==> src/rtl/ccff_loader_pkg.sv <==
// -----------------------------------------------------------------------------
// ccff_loader_pkg
//   Shared types for the ccff chain loader:
//     state_e    - loader FSM state
//     ctrl_t     - bundle of the registered control outputs of the top level
//     DEF_WORD_W - default bitstream word width
// -----------------------------------------------------------------------------
package ccff_loader_pkg;

   localparam int DEF_WORD_W = 8;

   typedef enum logic [1:0] {
      ST_IDLE  = 2'd0,
      ST_FETCH = 2'd1,
      ST_SHIFT = 2'd2,
      ST_DONE  = 2'd3
   } state_e;

   // All-zero is the reset value of every field, including iso_n (pads
   // isolated), so the whole bundle can be cleared with '0.
   typedef struct packed {
      logic ready;     // bs_ready
      logic shift_en;  // ccff_shift_en
      logic busy;
      logic done;
      logic iso_n;     // IO_ISOL_N
   } ctrl_t;

endpackage : ccff_loader_pkg

==> src/rtl/ccff_word_serializer.sv <==
// -----------------------------------------------------------------------------
// ccff_word_serializer
//   Holds one bitstream word and presents it MSB-first, one bit per advance,
//   on a registered head bit.
//
//   clk_i       - clock
//   rst_i       - synchronous active-high reset
//   load_i      - capture data_i; its MSB appears on head_o next cycle
//   adv_i       - present the next bit of the held word on head_o
//   data_i      - word to capture
//   head_o      - registered serial bit (held when neither load nor adv)
//   last_o      - head_o currently carries the final bit of the word
//   nxt_last_o  - head_o will carry the final bit of the word next cycle
// -----------------------------------------------------------------------------
module ccff_word_serializer
   import ccff_loader_pkg::*;
#(
   parameter int WORD_W = DEF_WORD_W
) (
   input  logic              clk_i,
   input  logic              rst_i,
   input  logic              load_i,
   input  logic              adv_i,
   input  logic [WORD_W-1:0] data_i,
   output logic              head_o,
   output logic              last_o,
   output logic              nxt_last_o
);

   localparam int IDX_W = (WORD_W > 1) ? $clog2(WORD_W) : 1;
   localparam logic [IDX_W-1:0] IDX_LAST = IDX_W'(WORD_W - 1);

   // word_q keeps the not-yet-presented bits left-aligned so the next bit
   // is always word_q[WORD_W-1].
   logic [WORD_W-1:0] word_q, word_d;
   logic [IDX_W-1:0]  idx_q, idx_d;
   logic              head_q, head_d;

   always_comb begin
      word_d = word_q;
      idx_d  = idx_q;
      head_d = head_q;
      if (load_i) begin
         head_d = data_i[WORD_W-1];
         word_d = data_i << 1;
         idx_d  = '0;
      end else if (adv_i) begin
         head_d = word_q[WORD_W-1];
         word_d = word_q << 1;
         idx_d  = idx_q + IDX_W'(1);
      end
   end

   always_ff @(posedge clk_i) begin
      if (rst_i) begin
         word_q <= '0;
         idx_q  <= '0;
         head_q <= 1'b0;
      end else begin
         word_q <= word_d;
         idx_q  <= idx_d;
         head_q <= head_d;
      end
   end

   assign head_o     = head_q;
   assign last_o     = (idx_q == IDX_LAST);
   assign nxt_last_o = (idx_d == IDX_LAST);

endmodule : ccff_word_serializer

==> src/rtl/ccff_chain_loader.sv <==
// -----------------------------------------------------------------------------
// ccff_chain_loader
//   Streams a bitstream of WORD_W-bit words into a CHAIN_LEN-bit ccff chain,
//   MSB of each word first, and releases I/O isolation once the whole chain
//   has been loaded. Excess low bits of the final word are dropped.
//
//   prog_clk      - clock
//   prog_reset    - synchronous active-high reset
//   start         - begin a load (honoured in IDLE / DONE only)
//   bs_data       - bitstream word
//   bs_valid      - bs_data valid
//   bs_ready      - word accepted when bs_valid & bs_ready
//   ccff_head     - serial bit into the chain head
//   ccff_shift_en - chain clock enable, high only when ccff_head is valid
//   IO_ISOL_N     - 0 isolates the I/O pads
//   busy          - load in progress
//   done          - sticky, chain fully loaded
// -----------------------------------------------------------------------------
module ccff_chain_loader
   import ccff_loader_pkg::*;
#(
   parameter int CHAIN_LEN = 20,
   parameter int WORD_W    = DEF_WORD_W
) (
   input  logic              prog_clk,
   input  logic              prog_reset,
   input  logic              start,
   input  logic [WORD_W-1:0] bs_data,
   input  logic              bs_valid,
   output logic              bs_ready,
   output logic              ccff_head,
   output logic              ccff_shift_en,
   output logic              IO_ISOL_N,
   output logic              busy,
   output logic              done
);

   localparam int CNT_W = $clog2(CHAIN_LEN + 1);
   localparam logic [CNT_W-1:0] LEN_C  = CNT_W'(CHAIN_LEN);
   localparam logic [CNT_W-1:0] LAST_C = CNT_W'(CHAIN_LEN - 1);

   state_e           state_q, state_d;
   ctrl_t            ctrl_q, ctrl_d;
   logic [CNT_W-1:0] cnt_q, cnt_d, cnt_nxt;

   logic ser_load, ser_adv, ser_last, ser_nxt_last;
   logic hs;

   assign hs = ctrl_q.ready & bs_valid;

   ccff_word_serializer #(
      .WORD_W (WORD_W)
   ) u_ser (
      .clk_i      (prog_clk),
      .rst_i      (prog_reset),
      .load_i     (ser_load),
      .adv_i      (ser_adv),
      .data_i     (bs_data),
      .head_o     (ccff_head),
      .last_o     (ser_last),
      .nxt_last_o (ser_nxt_last)
   );

   // Everything below decides what the *next* cycle shows, so all outputs
   // come straight from flops. cnt_nxt is the number of bits shifted once the
   // current cycle retires; it is also the chain index of the next bit.
   always_comb begin
      state_d  = state_q;
      ctrl_d   = ctrl_q;
      cnt_d    = cnt_q;
      ser_load = 1'b0;
      ser_adv  = 1'b0;
      cnt_nxt  = cnt_q + CNT_W'(ctrl_q.shift_en);

      ctrl_d.shift_en = 1'b0;
      ctrl_d.ready    = 1'b0;

      case (state_q)
         ST_IDLE, ST_DONE: begin
            if (start) begin
               state_d      = ST_FETCH;
               cnt_d        = '0;
               ctrl_d.done  = 1'b0;
               ctrl_d.busy  = 1'b1;
               ctrl_d.iso_n = 1'b0;
               ctrl_d.ready = 1'b1;
            end
         end

         ST_FETCH, ST_SHIFT: begin
            cnt_d = cnt_nxt;
            if (ctrl_q.shift_en && (cnt_nxt == LEN_C)) begin
               // final chain bit just retired; leftover word bits are dropped
               state_d      = ST_DONE;
               ctrl_d.done  = 1'b1;
               ctrl_d.busy  = 1'b0;
               ctrl_d.iso_n = 1'b1;
            end else if (ctrl_q.shift_en && !ser_last) begin
               state_d         = ST_SHIFT;
               ser_adv         = 1'b1;
               ctrl_d.shift_en = 1'b1;
               // request the next word during its predecessor's last bit so
               // a continuously valid stream shifts without gaps
               ctrl_d.ready    = ser_nxt_last && (cnt_nxt != LAST_C);
            end else if (hs) begin
               state_d         = ST_SHIFT;
               ser_load        = 1'b1;
               ctrl_d.shift_en = 1'b1;
               ctrl_d.ready    = ser_nxt_last && (cnt_nxt != LAST_C);
            end else begin
               // underrun or still waiting for the first word: head holds
               state_d      = ST_FETCH;
               ctrl_d.ready = 1'b1;
            end
         end

         default: begin
            state_d = ST_IDLE;
            ctrl_d  = '0;
            cnt_d   = '0;
         end
      endcase
   end

   always_ff @(posedge prog_clk) begin
      if (prog_reset) begin
         state_q <= ST_IDLE;
         ctrl_q  <= '0;
         cnt_q   <= '0;
      end else begin
         state_q <= state_d;
         ctrl_q  <= ctrl_d;
         cnt_q   <= cnt_d;
      end
   end

   assign bs_ready      = ctrl_q.ready;
   assign ccff_shift_en = ctrl_q.shift_en;
   assign IO_ISOL_N     = ctrl_q.iso_n;
   assign busy          = ctrl_q.busy;
   assign done          = ctrl_q.done;

endmodule : ccff_chain_loader

==> config.mk <==
export PLATFORM = sky130hd
export DESIGN_NAME = ccff_chain_loader
export DESIGN_NICKNAME = d
export VERILOG_FILES = /design/src/rtl/ccff_loader_pkg.sv /design/src/rtl/ccff_word_serializer.sv /design/src/rtl/ccff_chain_loader.sv
export SDC_FILE = /design/constraint.sdc
export NUM_CORES = 1
export LEC_CHECK = 0
export CAP_MARGIN = 10
export CORE_ASPECT_RATIO = 1.5
export CORE_MARGIN = 5
export CORE_UTILIZATION = 40
export CTS_BUF_LIST = sky130_fd_sc_hd__clkbuf_8
export DETAILED_ROUTE_END_ITERATION = 12
export HOLD_SLACK_MARGIN = 0.03
export PLACE_DENSITY = 0.65
export SLEW_MARGIN = 20
export SYNTH_ARGS = -nofsm -noshare
export SYNTH_HDL_FRONTEND = slang
export SYNTH_SLANG_ARGS = --single-unit
==> constraint.sdc <==
create_clock -name prog_clk -period 4.7 [get_ports prog_clk]
set_input_delay 1.41 -clock prog_clk [delete_from_list [all_inputs] [get_ports prog_clk]]
set_output_delay 1.41 -clock prog_clk [all_outputs]
set_load 0.02 [all_outputs]
# Yosys cells after proc, flatten, opt, wreduce, memory -nomap -nowiden

Index checks and enable logic that the tools add are counted.

Output and inout port bits: 6
Flip-flop bits (word level): 23
Logic and storage cells: 61
Input bits: 12

Add/subtract/negate cells: 2
Muxes and demuxes: 28
Reductions and logical operators: 10
Equal/unequal tests: 9
Bitwise logic cells: 2

Operators with widths:

| operator              | number |
|---|---|
| $mux W8               | 2 |
| $mux W2               | 6 |
| $mux W3               | 4 |
| $mux W1               | 11 |
| $pmux W5 S2           | 1 |
| $eq A3 B3 Y1 const B  | 2 |
| $pmux W3 S2           | 1 |
| $add A5 B1 Y5         | 1 |
| $eq A5 B5 Y1 const B  | 1 |
| $mux W5               | 1 |
| $ne A5 B5 Y1 const B  | 1 |
| $eq A2 B2 Y1 const B  | 2 |
| $ne A2 B2 Y1 const B  | 2 |
| $pmux W2 S2           | 1 |
| $reduce_or A2 Y1      | 2 |
| $add A3 B1 Y3 const B | 1 |
| $logic_and A1 B1 Y1   | 3 |
| $reduce_or A3 Y1      | 1 |
| $eq A2 B1 Y1 const B  | 1 |
| $logic_not A2 Y1      | 1 |
| $pmux W1 S2           | 1 |
| $reduce_and A2 Y1     | 1 |
| $reduce_bool A2 Y1    | 1 |
| $and A1 B1 Y1         | 1 |
| 2 further kinds       | 2 |

# Depth between registers and ports, before layout

Gate-level depths: netlist (run 1).

Depth after elaboration: 14
Depth in mapped cells: 8
Gate-level depth less buffers: 7

# Cells and area by module

Synthesis (run 1) repeated with hierarchy kept, for this count alone.

Cells, all modules: 120
Area total of the unflattened synthesis: 1,107.3 sq um

Modules (own cells, without submodules):

| module               | cells each | seq. area each (sq um) | times used | area each (sq um) |
|---|---|---|---|---|
| ccff_chain_loader    | 70         | 220.2                  | 1          | 588.1 |
| ccff_word_serializer | 50         | 220.2                  | 1          | 519.2 |

# Worst setup path before layout (run 1)

No wires, ideal clock.

Path type: input -> register
Start point: in bs_valid
End point: reg ctrl_q, in the netlist bs_ready
Setup slack: 2.143 ns
Stages on the path: 5
Data arrival time: 2.429 ns
Data required time: 4.572 ns
Library setup time: 0.128 ns
Buffers on the path: 0
Path through: nand2_1 a221oi_1 a221oi_2 o31ai_1 o31ai_1

Cells in the longest elaborated chain, start to end: 12

Ends and longest elaborated chain:

| item                 | line                                               | text |
|---|---|---|
| from (decl)          | ccff_chain_loader.sv:29                            | `input logic bs_valid,` |
| $and A1 B1 Y1 *      | ccff_chain_loader.sv:49                            | `assign hs = ctrl_q.ready & bs_valid;` |
| $mux W1              | ccff_chain_loader.sv:105                           | `end else if (hs) begin` |
| $mux W1              | ccff_chain_loader.sv:98                            | `end else if (ctrl_q.shift_en && !ser_last) begin` |
| $mux W1              | ccff_chain_loader.sv:92                            | `if (ctrl_q.shift_en && (cnt_nxt == LEN_C)) begin` |
| $mux W1              | ccff_chain_loader.sv:78                            | `case (state_q)` |
| $mux W3              | ccff_word_serializer.sv:43                         | `if (load_i) begin` |
| $eq A3 B3 Y1         | ccff_word_serializer.sv:68                         | `assign nxt_last_o = (idx_d == IDX_LAST);` |
| $logic_and A1 B1 Y1  | ccff_chain_loader.sv:104, ccff_chain_loader.sv:109 |  |
| $mux W1              | ccff_chain_loader.sv:105                           |  |
| $mux W2 *            | ccff_chain_loader.sv:98                            |  |
| $mux W2 *            | ccff_chain_loader.sv:92                            |  |
| $pmux W1 S2 *        | ccff_chain_loader.sv:78                            |  |
| to (signal assigned) | ccff_chain_loader.sv:132                           | `ctrl_q <= ctrl_d;` |
| to (decl)            | ccff_chain_loader.sv:43                            | `ctrl_t ctrl_q, ctrl_d;` |

Every way passes the cells marked *; elsewhere a longest branch is shown, timed or not.
A chain may end at the register's enable or synchronous reset.

# Worst setup path after layout (run 1)

Ends and elaborated chain as after synthesis.

==> results of run 1 <==
[path summary, 6_finish.rpt]
check	slack, ns	start	endpoint
worst min register to register	0.47	u_ser.word_q[1]	u_ser.word_q[1]
worst max register to register	2.11	ccff_shift_en	u_ser.head_o
worst min-delay path	0.47	u_ser.word_q[1]	u_ser.word_q[1]
worst max-delay path	1.77	bs_valid	bs_ready
[cells by family after synthesis]
group,Yosys count
AND/OR/NAND/NOR,42
flip-flops,22
buffers and inverters,16
AO/OA/AOI/OAI,51
multiplexers,2
XOR/XNOR,3
adder cells (fa/ha/maj),4
[cell usage after synthesis, drive strengths merged, types with 2 or more instances]
| library cell | number |
|---|---|
| nor4b | 2 |
| o22ai | 8 |
| a221oi | 2 |
| xnor2 | 2 |
| a211oi | 2 |
| buf | 3 |
| inv | 6 |
| nand3 | 2 |
| ha | 4 |
| nor2 | 14 |
| and2 | 2 |
| dfxtp | 22 |
| and3 | 4 |
| a31oi | 7 |
| and3b | 2 |
| nand3b | 4 |
| o21a | 7 |
| o21ai | 6 |
| a21oi | 10 |
| o31ai | 2 |
| clkbuf | 7 |
| nand2 | 5 |
[metrics by stage]
stage	instance area [µm²]	power, mW	hold slack (ns)
final	1440	0.438	0.466
after CTS	1430	0.440	0.466
after global placement	1370	0.301	0.449
after global routing	1440	0.459	0.486
after floorplan	1200	0.270	0.432
after detailed placement	1370	0.303	0.454
[worst min-delay path: stages, from the launching register on]
cell	delay, ns
dfxtp_1	0.32
nand2_1	0.05
a21oi_1	0.05
[registers in the layout, indices dropped and copies added, names as in the netlist]
name           flops
busy               1
state_q            2
u_ser.head_o       1
ccff_shift_en      1
done               1
u_ser.idx_q        3
u_ser.word_q       7
bs_ready           1
cnt_q              5
[power by group]
group	total, mW	internal [mW]	switching (mW)
Sequential	0.208	0.198	0.0101
Combinational	0.0915	0.0390	0.0525
Clock	0.139	0.0748	0.0639
Total	0.438	0.311	0.126
[layout make-up]
cell class	instances	area share, %
clock buffers	4	3.83
well taps	39	3.40
repair buffers	17	11.8
flip-flops and latches	22	30.7
inverters	6	1.57
multi-input cells	102	48.7
[metal layers]
layer / track usage, % / part of all wire (%) / vias to the layer above
li1: - / - / 546
met1: 19.6 / 42 / 535
met2: 26.1 / 54 / 24
met3: 1.16 / 2.8 / 5
met4: 5.99 / 1.7 / 0
met5: 0 / 0 / -
==> flow_summary_export.csv, run 1 <==
group,metric,value,unit
global_route,grt_pass1_wl,4970,µm
clocking,holdBufCountCts,0,
clocking,cts_tree,"yes",
drt,viasPerCell,5.84,
synthesis,ys_seq_area_share,36.7,%
drt,wl_per_cell,15.6,µm
global_route,grt_remaining_overflow,0,
critical_path,cp.arrival,3.08,ns
power,peakVddDrop,177,µV
critical_path,crit_chain,"clkdlybuf4s50_1, nand2_1, a221oi_1, a221oi_2, o31ai_1, o31ai_1",
synthesis,synthAdderAreaFrac,4.18,%
flow_run,maxCapViolations,0,
finish,drive_above_1_share,7.95,%
critical_path,crit_top_cell,"o31ai_1",
global_route,track_usage,15.5,%
synthesis,async_reset_ff_share,0,%
finish,utilization,49.3,%
finish,fill_cells,302,
synthesis,syn-cell-area,1200,µm²
drt,drc_errors,0,
clocking,cts_root_buf,"clkbuf_8",
global_route,grt_max_degree,24,
synthesis,yosys.area.top_type_share,36.7,%
floorplanning,die_area,4210,µm²
synthesis,ys_ff_latch,22,
drt,dr.pass1.iters,4,
power,p_per_area,305,nW/µm²
drt,drtIter0Drc,36,
placed_design,port_buffers,17,
critical_path,crit_family,"compound AO/OA/AOI/OAI gates",
synthesis,synthCells,140,
finish,final_cell_mix,"dfxtp_1 (22), clkdlybuf4s50_1 (17), nor2_1 (14)",
placed_design,place_hpwl,2130,µm
synthesis,synth_top_area_cell,"dfxtp_1",
critical_path,crit_fanout,6,
floorplanning,core-area,2910,µm²
synthesis,postSynthAreaPerCell,8.56,µm²
timing,rsz0062_at_grt,"false",
synthesis,syn-num-nets,156,
synthesis,synthSimpleGateAreaFrac,20.3,%
critical_path,crit_buf_inv,1,
placed_design,dp_slack,1.50,ns
synthesis,yosysWarnings,0,
drt,vias,1110,
floorplanning,die_h,77.0,µm
clocking,clk_pin_slew,0.08,ns
placed_design,place_inst,186,
clocking,worstSkewPairLatency,0.27,ns
clocking,cts_sinks,22,
critical_path,endpoint_kind,"flip-flop",
critical_path,crit_slowest_cell,"a221oi_1",
finish,final_common_cell,"dfxtp_1",
critical_path,crit_path_start_kind,"primary input",
global_route,antenna_found_initial,0,
floorplanning,initial_utilization,41.2,%
clocking,cts_setup_buffers,0,
timing,fin_ws,1.77,ns
finish,fin_nets,168,
timing,relSlewSlack,26.9,%
global_route,grt_pass1_vias,1089,
timing,finalCritPeriodShare,62.2,%
synthesis,synth_top_family_by_area,"compound AO/OA/AOI/OAI gates",
synthesis,synth_area_leaders,"dfxtp_1 (37%), nor2_1 (4.4%), o21a_1 (4.4%), a21oi_1 (4.2%), ha_1 (4.2%)",
finish,fin_cells,190,
worst_hold_path,min_path_type,"reg2reg",
drt,wirelength,2970,µm
worst_hold_path,min_path_cells,2,
floorplanning,row_count,24,
finish,syn2layout_area_growth,19.8,%
synthesis,muxShareOfSynthArea,1.77,%
finish,regArea,440,µm²
clocking,clk_path_buf_depth,2,
timing,worst_pin_slew,1.09,ns
timing,final.setup.tns,0,ns
synthesis,synth_edf_count,0,
synthesis,synthFlopType,"dfxtp_1",
synthesis,synthDistinctLibCells,44,
synthesis,synth_xor_xnor_area_share,2.19,%
floorplanning,ios,18,
timing,hold_violations,0,
synthesis,synth_compound_area_share,29.3,%
critical_path,cp.required,4.85,ns
timing,fin_crit,2.93,ns
placed_design,routabilityCongestion,0.818,
finish,multiInputGateArea,699,µm²
critical_path,cp_slowest_stage_delay,0.49,ns
drt,ant_nets,0,
timing,slew_viol_final,0,
finish,diodes,0,
floorplanning,die_width,54.7,µm
critical_path,criticalPathCategory,"in2reg",
power,static-leakage-power,0.535,nW
critical_path,cp.depth,6,
clocking,htreeDepth,1,
timing,maxClockFrequency,342,MHz
timing,setup_viol,0,
timing,finalClockSkew,0.00463,ns
clocking,cts_resized,0,
critical_path,ff2ff_path_depth,7,
clocking,cts_made_buffers,3,
run_status,outcome,"finished clean",
No activity file was read; power rests on OpenSTA's default activity.
==> run 2, diff against run 1 <==
==> constraint.sdc (replaced) <==
create_clock -name prog_clk -period 2.9 [get_ports prog_clk]
set_input_delay 0.87 -clock prog_clk [delete_from_list [all_inputs] [get_ports prog_clk]]
set_output_delay 0.87 -clock prog_clk [all_outputs]
set_load 0.02 [all_outputs]
==> run 2 against run 1 <==
- final area is 3.2% higher
- worst hold slack better by 0.0044 ns
- combinational power rose by 73%
- setup slack got worse by 1.3 ns
- die area unchanged
- first-iteration DRC count shrank 44%
==> flow_summary_export.csv, run 2 (synthesized netlist as in run 1, its figures left out) <==
group,metric,value,unit
run_status,outcome,"finished clean",
placed_design,routabilityCongestion,0.810,
clocking,cts_setup_buffers,0,
clocking,clk_path_buf_depth,2,
timing,fin_crit,2.43,ns
timing,rsz0062_at_grt,"false",
drt,ant_nets,0,
finish,drive_above_1_share,10.3,%
placed_design,place_hpwl,2190,µm
power,p_per_area,530,nW/µm²
timing,final.setup.tns,0,ns
clocking,htreeDepth,1,
timing,maxClockFrequency,411,MHz
finish,syn2layout_area_growth,23.7,%
finish,fin_nets,172,
clocking,cts_made_buffers,3,
floorplanning,row_count,24,
drt,drc_errors,0,
global_route,track_usage,16.4,%
timing,finalClockSkew,0.00585,ns
flow_run,maxCapViolations,0,
critical_path,crit_path_start_kind,"flip-flop",
clocking,cts_root_buf,"clkbuf_8",
critical_path,cp.arrival,2.59,ns
clocking,holdBufCountCts,0,
global_route,grt_remaining_overflow,0,
critical_path,cp.required,3.06,ns
global_route,grt_max_degree,18,
critical_path,crit_fanout,17,
timing,setup_viol,0,
floorplanning,ios,18,
global_route,antenna_found_initial,0,
drt,viasPerCell,5.83,
global_route,grt_pass1_wl,5140,µm
timing,relSlewSlack,56.7,%
power,static-leakage-power,0.564,nW
critical_path,criticalPathCategory,"reg2reg",
clocking,clk_pin_slew,0.08,ns
timing,hold_violations,0,
floorplanning,die_h,77.0,µm
clocking,worstSkewPairLatency,0.27,ns
worst_hold_path,min_path_type,"reg2reg",
drt,wirelength,3020,µm
drt,dr.pass1.iters,6,
timing,finalCritPeriodShare,83.9,%
placed_design,port_buffers,17,
timing,slew_viol_final,0,
finish,fill_cells,293,
timing,worst_pin_slew,0.647,ns
placed_design,dp_slack,0.247,ns
clocking,cts_resized,0,
floorplanning,core-area,2910,µm²
floorplanning,initial_utilization,41.2,%
finish,final_cell_mix,"dfxtp_1 (22), clkdlybuf4s50_1 (17), nor2_1 (14)",
critical_path,endpoint_kind,"flip-flop",
drt,wl_per_cell,15.6,µm
global_route,grt_pass1_vias,1135,
floorplanning,die_area,4210,µm²
finish,final_common_cell,"dfxtp_1",
clocking,cts_tree,"yes",
power,peakVddDrop,318,µV
finish,largest_reg_flops,7,
timing,fin_ws,0.466,ns
clocking,cts_sinks,22,
floorplanning,die_width,54.7,µm
drt,vias,1131,
finish,diodes,0,
finish,top_register,"u_ser.word_q",
finish,reg_top3,"u_ser.word_q (7), cnt_q (5), u_ser.idx_q (3)",
drt,drtIter0Drc,20,
run 2: critical path, cell delays in order, from the launching register on:
cell and delay (ns):
dfxtp_1 0.36, ha_1 0.22, ha_1 0.17, nand2b_1 0.42
a221oi_1 0.59, a221oi_2 0.11, o31ai_1 0.32, o31ai_1 0.12
run 2: worst paths after layout:
path / startpoint / to / slack (ns) / cells past startpoint
setup / recovery: u_ser.idx_q[0] / bs_ready / 0.47 / 7
hold / removal: u_ser.head_o / u_ser.head_o / 0.47 / 1
setup reg to reg: u_ser.idx_q[0] / bs_ready / 0.47 / 7
hold reg to reg: u_ser.head_o / u_ser.head_o / 0.47 / 1
run 2: per-stage QoR:
step                      total power [mW]  hold slack (ns)  std cells  area (µm²)  utilization, %
after floorplan                      0.438            0.432        140        1200               -
after global placement               0.496            0.450        190        1400            48.2
after detailed placement             0.498            0.454        190        1400            48.2
after CTS                            0.791            0.475        194        1480            50.6
after global routing                 0.827            0.495        194        1480            50.9
final                                0.786            0.470        194        1480            50.9
run 2: layout make-up:
cell class                      instances  area, µm²  area share (%)
Inverter                                6       22.5            1.52
Sequential cell                        22        440            29.7
Clock buffer                            3       41.3            2.78
Tap cell                               39       48.8            3.29
Multi-Input combinational cell        102        699            47.2
Timing Repair Buffer                   21        200            13.5
Clock inverter                          1       30.0            2.03
run 2: power breakdown:
group / internal (mW) / leakage [nW] / switching [mW]
clock network: 0.185 / 0.0357 / 0.107
logic: 0.0708 / 0.350 / 0.0872
registers: 0.320 / 0.179 / 0.0156
run 2: layer usage:
layer  global-route usage, %  routed length, µm  part of all wire [%]
met1                    18.7               1260                    42
met3                    3.49                124                   4.1
met5                       0                  0                     0
met2                    26.4               1540                    51
met4                    9.98                 99                   3.3
==> run 3, diff against run 2 <==
==> constraint.sdc (replaced) <==
create_clock -name prog_clk -period 2.53 [get_ports prog_clk]
set_input_delay 0.759 -clock prog_clk [delete_from_list [all_inputs] [get_ports prog_clk]]
set_output_delay 0.759 -clock prog_clk [all_outputs]
set_load 0.02 [all_outputs]
==> run 3 against run 2 <==
- maximum frequency rose by 2.3%
- total power fell by 1.0%
- final area fell by 1.0%
- first-iteration DRC count rose to 3.8 times the previous value
- wire length rose by 1.5%
- via count rose by 0.88%
- die area did not move
- worst hold slack got worse by 0.0012 ns
- critical path type unchanged
- largest power group unchanged
- highest routed layer unchanged
==> flow_summary_export.csv, run 3 (synthesized netlist as in run 1, its figures left out) <==
group,metric,value,unit
finish,largest_reg_flops,7,
global_route,grt_remaining_overflow,0,
finish,fill_cells,297,
worst_hold_path,min_path_type,"reg2reg",
timing,fin_ws,0.150,ns
critical_path,cp.arrival,2.56,ns
placed_design,postPlaceCellArea,1430,µm²
clocking,clk_path_buf_depth,2,
flow_run,maxCapViolations,0,
clocking,cts_root_buf,"clkbuf_8",
timing,hold_violations,0,
floorplanning,die_h,77.0,µm
floorplanning,initial_utilization,41.2,%
placed_design,routabilityCongestion,0.803,
global_route,grt_pass1_vias,1174,
drt,vias,1141,
clocking,clk_pin_slew,0.07,ns
timing,worst_pin_slew,0.692,ns
drt,drc_errors,0,
finish,utilization,50.4,%
power,power.total,778,µW
drt,wirelength,3070,µm
timing,finalCritPeriodShare,94.1,%
floorplanning,core-area,2910,µm²
drt,viasPerCell,5.82,
finish,syn2layout_area_growth,22.4,%
power,static-leakage-power,0.560,nW
finish,final_cell_mix,"dfxtp_1 (22), clkdlybuf4s50_1 (17), nor2_1 (14)",
timing,whs,0.469,ns
finish,top_register,"u_ser.word_q",
finish,drive_above_1_share,10.8,%
critical_path,crit_chain,"ha_1, ha_1, and3b_1, mux2_2, nor4b_1, o311ai_0, o31ai_1",
drt,wl_per_cell,15.6,µm
timing,rsz0062_at_grt,"false",
floorplanning,die_width,54.7,µm
timing,fin_crit,2.38,ns
power,peakVddDrop,328,µV
critical_path,endpoint_kind,"flip-flop",
finish,reg_top3,"u_ser.word_q (7), cnt_q (5), u_ser.idx_q (3)",
run_status,outcome,"finished clean",
timing,relSlewSlack,53.5,%
global_route,grt_pass1_wl,4860,µm
critical_path,crit_path_start_kind,"flip-flop",
floorplanning,ios,18,
finish,final_common_cell,"dfxtp_1",
critical_path,crit_slowest_cell,"dfxtp_1",
global_route,antenna_found_initial,0,
placed_design,place_hpwl,2280,µm
clocking,holdBufCountCts,0,
clocking,cts_sinks,22,
timing,maxClockFrequency,420,MHz
placed_design,port_buffers,17,
finish,diodes,0,
finish,fin_cells,196,
clocking,worstSkewPairLatency,0.26,ns
power,p_per_area,530,nW/µm²
timing,final.setup.tns,0,ns
finish,final_cell_area,1470,µm²
critical_path,cp_slowest_stage_delay,0.42,ns
clocking,cts_setup_buffers,0,
timing,slew_viol_final,0,
clocking,cts_tree,"yes",
critical_path,criticalPathCategory,"reg2reg",
placed_design,place_inst,193,
floorplanning,row_count,24,
finish,fin_nets,175,
critical_path,crit_top_cell,"ha_1",
drt,drtIter0Drc,75,
critical_path,crit_fanout,6,
global_route,track_usage,15.4,%
floorplanning,die_area,4210,µm²
placed_design,dp_slack,-0.00217,ns
clocking,htreeDepth,1,
global_route,grt_max_degree,16,
timing,finalClockSkew,0.00356,ns
drt,dr.pass1.iters,4,
critical_path,cp.required,2.71,ns
drt,ant_nets,0,
clocking,cts_made_buffers,3,
timing,setup_viol,0,
clocking,cts_resized,0,
-- run 3: changes by cell type in the layout (fill, tap and decap cells not counted) --
cell / change
buf_4: +3
bufinv_16: -1
xnor2_1: +1
xnor2_2: -1
-- run 3: power breakdown --
group	switching [mW]	total (mW)	internal, mW
clock network	0.104	0.210	0.106
logic	0.101	0.183	0.0827
registers	0.0173	0.385	0.367
total	0.222	0.778	0.556
-- run 3: area by class of cell --
| class | count | area [µm²] | area share (%) |
|---|---|---|---|
| multi-input cells | 102 | 692 | 47.1 |
| flip-flops and latches | 22 | 440 | 30.0 |
| inverters | 6 | 22.5 | 1.53 |
| well taps | 39 | 48.8 | 3.32 |
| clock buffers | 3 | 41.3 | 2.81 |
| repair buffers | 24 | 223 | 15.2 |
-- run 3: per-layer routing --
metal,global-route usage (%),share of wire [%]
met5,0,0
met4,6.98,0.95
met3,1.94,3.1
met2,29.0,57
met1,15.3,39
-- run 3: worst paths after layout --
kind | to | slack [ns] | from | depth (start not counted)
setup reg to reg | bs_ready | 0.15 | ccff_shift_en | 7
hold reg to reg | u_ser.head_o | 0.47 | u_ser.head_o | 1
setup / recovery | bs_ready | 0.15 | ccff_shift_en | 7
hold / removal | u_ser.head_o | 0.47 | u_ser.head_o | 1
-- run 3: critical path: cells and delay by family (launching register included) --
kind,cells,cell delay [ns]
DFF,1,0.42
and+or+nand+nor,2,0.64
adders and majority gates,2,0.47
AOI/OAI and AO/OA,2,0.47
muxes,1,0.32
